## src/rtl/bcd_pkg.sv

```systemverilog
// Shared definitions for the binary-to-BCD converter: FSM encoding,
// digit-adjust constants and the output sizing check.
package bcd_pkg;

    typedef enum logic [1:0] {
        ST_IDLE = 2'd0,
        ST_CONV = 2'd1,
        ST_DONE = 2'd2
    } state_t;

    localparam int BCD_DIGIT_W = 4;

    // A digit at or above the threshold would pass 9 after the next shift.
    localparam logic [BCD_DIGIT_W-1:0] ADJ_THRESHOLD = 4'd5;
    localparam logic [BCD_DIGIT_W-1:0] ADJ_CONST     = 4'd3;

    // True when DIGITS decimal digits can hold every WIDTH-bit unsigned
    // value, i.e. 10^digits > 2^width - 1.
    function automatic bit digits_fit(input int width, input int digits);
        longint unsigned pow10;
        longint unsigned max_bin;
        pow10 = 64'd1;
        for (int i = 0; i < digits; i++) begin
            pow10 = pow10 * 64'd10;
        end
        max_bin = (64'd1 << width) - 64'd1;
        return pow10 > max_bin;
    endfunction

endpackage

```

## src/rtl/bcd_digit_adjust.sv

```systemverilog
// One double-dabble correction cell: a BCD digit of 5 or more gets +3
// before the shift so that it carries correctly into the next digit.
module bcd_digit_adjust
    import bcd_pkg::*;
(
    input  logic [BCD_DIGIT_W-1:0] din,
    output logic [BCD_DIGIT_W-1:0] dout
);

    // Conditional add-3, 4-bit wrap; the input range 0..9 never overflows.
    assign dout = (din >= ADJ_THRESHOLD) ? din + ADJ_CONST : din;

endmodule

```

## src/rtl/bcd_converter.sv

```systemverilog
// Sequential binary-to-BCD converter (shift-and-add-3). Accepts one value
// in IDLE, spends WIDTH cycles in CONV, then pulses out_valid in DONE while
// presenting registered digits and a leading-zero blanking mask.
module bcd_converter
    import bcd_pkg::*;
#(
    parameter int WIDTH  = 8,
    parameter int DIGITS = 3
)
(
    input  logic                          clock,
    input  logic                          reset,
    input  logic                          in_valid,
    output logic                          in_ready,
    input  logic [WIDTH-1:0]              in_data,
    output logic                          out_valid,
    output logic                          busy,
    output logic [BCD_DIGIT_W*DIGITS-1:0] digits,
    output logic [DIGITS-1:0]             digit_nz
);

    localparam int ACC_W = BCD_DIGIT_W * DIGITS;
    localparam int CNT_W = $clog2(WIDTH + 1);
    localparam int PAIR_W = ACC_W + WIDTH;
    localparam logic [CNT_W-1:0]  CNT_INIT = CNT_W'(WIDTH);
    localparam logic [CNT_W-1:0]  CNT_LAST = CNT_W'(1);
    localparam logic [DIGITS-1:0] NZ_RESET = DIGITS'(1);

    // Refuse to build a converter whose accumulator could overflow.
    if (!digits_fit(WIDTH, DIGITS)) begin : g_size_check
        $fatal(1, "bcd_converter: DIGITS too small for WIDTH");
    end

    state_t              state;
    logic [WIDTH-1:0]    shift_reg;
    logic [ACC_W-1:0]    acc;
    logic [ACC_W-1:0]    acc_adj;
    logic [ACC_W-1:0]    acc_next;
    logic [WIDTH-1:0]    shift_next;
    logic [PAIR_W-1:0]   pair_next;
    logic [CNT_W-1:0]    count;
    logic [DIGITS-1:0]   nz_next;
    logic                nz_seen;

    // One add-3 cell per accumulator digit.
    for (genvar k = 0; k < DIGITS; k++) begin : g_adj
        bcd_digit_adjust u_adj (
            .din  (acc[k*BCD_DIGIT_W +: BCD_DIGIT_W]),
            .dout (acc_adj[k*BCD_DIGIT_W +: BCD_DIGIT_W])
        );
    end

    // Shift the corrected {accumulator, shift register} pair left by one.
    assign pair_next  = {acc_adj, shift_reg} << 1;
    assign acc_next   = pair_next[PAIR_W-1:WIDTH];
    assign shift_next = pair_next[WIDTH-1:0];

    // Leading-zero mask of the value about to be latched; units always shown.
    always_comb begin
        // NOTE: every variable gets a default first so no latch is inferred.
        nz_seen = 1'b0;
        nz_next = '0;
        for (int k = DIGITS - 1; k >= 0; k--) begin
            nz_seen    = nz_seen | (acc_next[k*BCD_DIGIT_W +: BCD_DIGIT_W] != '0);
            nz_next[k] = nz_seen;
        end
        nz_next[0] = 1'b1;
    end

    // Control FSM and conversion datapath.
    always_ff @(posedge clock or posedge reset) begin
        if (reset) begin
            // NOTE: datapath registers are reset too so a discarded conversion
            // leaves no stale value behind; there is no memory array here.
            state     <= ST_IDLE;
            shift_reg <= '0;
            acc       <= '0;
            count     <= '0;
            digits    <= '0;
            digit_nz  <= NZ_RESET;
        end else begin
            // NOTE: sequential state uses non-blocking assignments only.
            case (state)
                ST_IDLE: begin
                    if (in_valid) begin
                        shift_reg <= in_data;
                        acc       <= '0;
                        count     <= CNT_INIT;
                        state     <= ST_CONV;
                    end
                end
                ST_CONV: begin
                    acc       <= acc_next;
                    shift_reg <= shift_next;
                    count     <= count - CNT_LAST;
                    if (count == CNT_LAST) begin
                        digits   <= acc_next;
                        digit_nz <= nz_next;
                        state    <= ST_DONE;
                    end
                end
                ST_DONE: begin
                    state <= ST_IDLE;
                end
                default: begin
                    state <= ST_IDLE;
                end
            endcase
        end
    end

    // Handshake and status are pure decodes of the registered state.
    assign in_ready  = (state == ST_IDLE);
    assign busy      = (state != ST_IDLE);
    assign out_valid = (state == ST_DONE);

endmodule
```

## config.mk

```make
export PLATFORM = sky130hd
export DESIGN_NAME = bcd_converter
export DESIGN_NICKNAME = d
export VERILOG_FILES = /design/src/rtl/bcd_pkg.sv /design/src/rtl/bcd_digit_adjust.sv /design/src/rtl/bcd_converter.sv
export SDC_FILE = /design/constraint.sdc
export NUM_CORES = 1
export LEC_CHECK = 0
export ABC_AREA = 1
export CORE_MARGIN = 2
export CORE_UTILIZATION = 25
export CTS_BUF_LIST = sky130_fd_sc_hd__clkbuf_16
export CTS_CLUSTER_DIAMETER = 30
export DETAILED_ROUTE_END_ITERATION = 12
export MAX_ROUTING_LAYER = met4
export PLACE_DENSITY_LB_ADDON = 0.12
export SLEW_MARGIN = 20
export SYNTH_ARGS = -nofsm -noshare
export SYNTH_HDL_FRONTEND = slang
export SYNTH_SLANG_ARGS = --single-unit
```

## constraint.sdc

```tcl
create_clock -name clock -period 2.2 [get_ports clock]
set_input_delay 0.33 -clock clock [delete_from_list [all_inputs] [get_ports clock]]
set_output_delay 0.33 -clock clock [all_outputs]
set_load 0.005 [all_outputs]
```

Yosys cells after proc, flatten, opt, wreduce, memory -nomap -nowiden
Index checks and enable logic that the tools add are counted.
W data, S select, Z words.
- memory bits (read-only): 0
- memories kept: 0
- bits in registers: 40
- output and inout bits: 18
- bits in latches: 0
- logic and storage cells: 39
- bits in writable memories: 0
- muxes and demuxes: 12
- $add $sub $neg: 4
- equality and inequality tests: 5
- reductions and logical operators: 8
- divide/modulo/power cells: 0
- bitwise gates (word level): 1
- shift-type cells: 0
- multiply operators: 0
- $lt $le $gt $ge: 3
- operators with widths (operator ; count):
    $pmux W12 S2 ; 1
    $pmux W8 S2 ; 1
    $ge A4 B3 Y1 const B ; 3
    $mux W12 ; 1
    $mux W4 ; 3
    $add A4 B2 Y4 const B ; 2
    $mux W8 ; 1
    $pmux W4 S2 ; 1
    $reduce_bool A4 Y1 ; 2
    $reduce_and A2 Y1 ; 3
    $eq A4 B1 Y1 const B ; 1
    $mux W2 ; 2
    $ne A2 B2 Y1 const B ; 2
    $pmux W2 S2 ; 1
    $reduce_bool A2 Y1 ; 2
    $sub A4 B1 Y4 const B ; 1
    $add A3 B2 Y3 const B ; 1
    $mux W3 ; 1
    $eq A2 B1 Y1 const B ; 1
    $eq A2 B2 Y1 const B ; 1
    $logic_not A2 Y1 ; 1
    $or A1 B1 Y1 ; 1

Depth between registers and ports, before layout
- word-level depth: 4
- gate-level depth with buffers: 11
- mapped depth without buffers: 11

Hierarchy
A second synthesis with hierarchy kept.
- cell total of the unflattened synthesis: 265
- area, all modules: 2159.6 µm²
- by module, submodules not included (module ; instances ; area an instance (µm²) ; cells each):
    bcd_converter ; 1 ; 1754.2 ; 196
    bcd_digit_adjust ; 3 ; 135.1 ; 23

Worst setup path before layout
OpenSTA, ideal clock, no wires.
- path type: register -> register
- from: register count[1]
- to: register digit_nz[1]
- library setup time: 125 ps
- required time: 2075 ps
- setup slack: 882 ps
- period minus slack after synthesis: 1318 ps
- stages on the path, launching flop included: 10
- data arrival time: 1193 ps
- cell sequence: dfrtp_1 > inv_1 > ha_1 > nand2_1 > nor2_1 > nand2_1 > nor2_1 > nand2_1 > nor2_1 > a21oi_1
- cells in the longest elaborated chain, start to end: 2
- ends and longest elaborated chain (element ; line ; text):
    from (decl) ; bcd_converter.sv:41 ; logic [CNT_W-1:0] count;
    from (signal assigned) ; bcd_converter.sv:95 ; count <= count - CNT_LAST;
    $eq A4 B1 Y1 ; bcd_converter.sv:96 ; if (count == CNT_LAST) begin
    $reduce_and A2 Y1 (no line) ; -- ;
    to (signal assigned) ; bcd_converter.sv:98 ; digit_nz <= nz_next;
    to (decl) ; bcd_converter.sv:19 ; output logic [DIGITS-1:0] digit_nz
Every way passes these cells.
A chain may end at the register's enable or synchronous reset.

Final worst setup path
- from: register state[1]
- to: output in_ready
- cells in the longest elaborated chain, start to end: 1
- ends and longest elaborated chain (element ; line ; text):
    from (decl) ; bcd_converter.sv:34 ; state_t state;
    from (signal assigned) ; bcd_converter.sv:75 ; state <= ST_IDLE;
    from (signal assigned) ; bcd_converter.sv:89 ; state <= ST_CONV;
    from (signal assigned) ; bcd_converter.sv:99 ; state <= ST_DONE;
    $logic_not A2 Y1 ; bcd_converter.sv:113 ; assign in_ready = (state == ST_IDLE);
    to (decl) ; bcd_converter.sv:14 ; output logic in_ready,
Every way passes these cells.

==> impl_metrics.toml <==
[sta]
hold_slack_ns = 0.4835
finalSetupViolCount = 0
worst_clock_skew_ns = 0.006431
maxSlewViolCount = 0
fin_tns_setup_ns = 0
finalHoldViolCount = 0
fin_crit_ns = 1.706
worstMarginPinSlew_ns = 0.5158
fmax_mhz = 586.3
finalCritPeriodShare_pct = 77.53
max_slew_margin_pct = 65.62
rsz0062_at_grt = "false"

[worst_setup_path]
worst_ep_arrival_time_ns = 1.38
required_ns = 1.87
start_kind = "flop"
ff2ff_setup_slack_ns = 0.62
reg2reg_depth = 9
critPathMaxFanout = 3
end_kind = "primary output"
timing.rr.start = "count[1]$_DFFE_PP0P_"
r2r-end = "digit_nz[1]$_DFFE_PP0P_"
crit_type = "reg2out"

[synthesis]
synth_area_leaders = "dfrtp_1, nand2_1, ha_1"
syn-instance-count = 218
syn_area_mm2 = 0.001879
syn_area_per_cell_um2 = 8.621
yosysTopAreaCell = "dfrtp_1"
ys.warnings.count = 0
synth_cell_types = 24
synth_top_area_share_pct = 53.26
ys_seq_area_share_pct = 53.26
synth_nets = 237
ys_ff_latch = 40

[grt]
grt_overflow = 0
grt_pass1_vias = 1467
grt_first_pass_wirelength_um = 7182
antenna_found_initial = 0
grt_start_max_net_pins = 41
grt_usage_pct = 11.36

[final_layout]
drive_gt1_share_pct = 7.200
multi_input_area_um2 = 724.4
final_common_cell = "nand2_1"
area_growth_pct = 28.43
antennaDiodeCount = 0
layout.nets = 268
fin_cells = 349
ff_latch_area_mm2 = 0.001001
n_fill_cell = 778
most-common-layout-cells = "nand2_1, dfrtp_1, clkdlybuf4s50_1"

[detailed_routing]
drt_iter0_drc = 57
wire_per_inst_um = 12.20
drtAntennaViolNets = 0
drc = 0
drtPass1Iterations = 4
vias_per_cell = 4.295
postRouteWirelength_um = 4259
vias = 1499

[clock_tree]
htree_levels = 2
numCtsBuffers = 5
clk_latency_ns = 0.28
cts_tree = "done"
clockBufferDepth = 2
cts_resized = 0
cts_hold_buf = 0
postCtsSetupBuffers = 0
clock-sinks = 40
clk_pin_slew_ns = 0.06
root_buffer = "clkbuf_16"

[worst_hold_path]
hold_path.class = "in2async"

[power_and_ir_drop]
power.density_mw_per_mm2 = 1550
ir_drop_v = 0.0003618
p_leak_nw = 1.138

[place]
hpwlAfterDp_um = 2956
dp.cells = 341
portBuffers = 27
gp_congestion = 0.7452

[floorplan]
die_height_um = 90.70
ios = 29
rows = 31
die_x_um = 90.70
core-area_mm2 = 0.007253
initial_core_util_pct = 25.91
die_area_mm2 = 0.008226

[status]
status = "finished clean"

[run]
max_cap_viol_count = 0
-- worst max-delay path, stage by stage (launching register included) --
cell	delay [ns]
dfrtp_1	0.40
nor2_2	0.16
clkdlybuf4s50_1	0.53
-- cells in the mapped netlist --
library cell / count
a22oi_1: 1
conb_1: 1
inv_1: 24
o21ai_1: 11
a21oi_1: 3
ha_1: 8
inv_2: 5
a22o_1: 1
nand4_1: 3
o221ai_1: 1
nand3b_1: 1
buf_4: 1
nand2_2: 3
a31oi_1: 1
o211ai_1: 3
buf_2: 3
nor2_2: 1
buf_6: 2
dfrtp_1: 40
o21ai_0: 14
o22ai_1: 8
nor2_1: 12
nand3_1: 11
nand2_1: 60
-- power breakdown --
group          internal, mW  total [mW]  leakage (nW)  switching, mW
registers              1.07        1.26         0.490          0.184
clock network         0.528       0.825        0.0789          0.297
logic                 0.688        1.66         0.569          0.971
total                  2.29        3.74          1.14           1.45
-- per-stage QoR --
step / cell area, um^2 / util, % / setup WS, ns / power (mW)
floorplan: 1879 / - / 0.8824 / 2.353
global placement: 2251 / 31.03 / 0.5771 / 2.950
detailed placement: 2251 / 31.03 / 0.5479 / 2.950
CTS: 2414 / 33.28 / 0.4777 / 3.795
global route: 2414 / 33.28 / 0.4304 / 4.080
finish: 2414 / 33.28 / 0.4943 / 3.742
-- cell families after synthesis --
| family | Yosys count | synth area share, % |
|---|---|---|
| fa+ha+maj | 8 | 5.326 |
| simple gates | 91 | 20.04 |
| buf+inv | 35 | 8.189 |
| flops | 40 | 53.26 |
| compound gates | 43 | 12.98 |
| other cells | 1 | 0.1995 |
-- how the worst max path moves through the flow --
stage	from	end	slack (ns)	cells after the start
after global placement	in_valid	shift_reg[0]$_DFFE_PP0P_	0.58	5
after global routing	state[1]$_DFFE_PP0P_	in_ready	0.43	2
final	state[1]$_DFFE_PP0P_	in_ready	0.49	2
after floorplan	count[1]$_DFFE_PP0P_	digit_nz[1]$_DFFE_PP0P_	0.88	9
after CTS	state[1]$_DFFE_PP0P_	in_ready	0.48	2
after detailed placement	in_valid	shift_reg[0]$_DFFE_PP0P_	0.55	5
-- layout make-up --
cell class	instances	share of cell area, %
flip-flops and latches	40	41.47
multi-input cells	143	30.02
repair buffers	30	12.13
clock buffers	5	5.184
well taps	99	5.132
inverters	29	4.510
clock inverters	3	1.555
-- routing by layer --
metal  up-vias  GRT usage, %  routed length [um]
met4         0         4.615                  87
li1        769             -                   -
met2        33         17.16                1931
met5         -             -                   0
met3         8         2.588                 151
met1       689         14.70                2088
No activity file was read; power rests on OpenSTA's default activity.
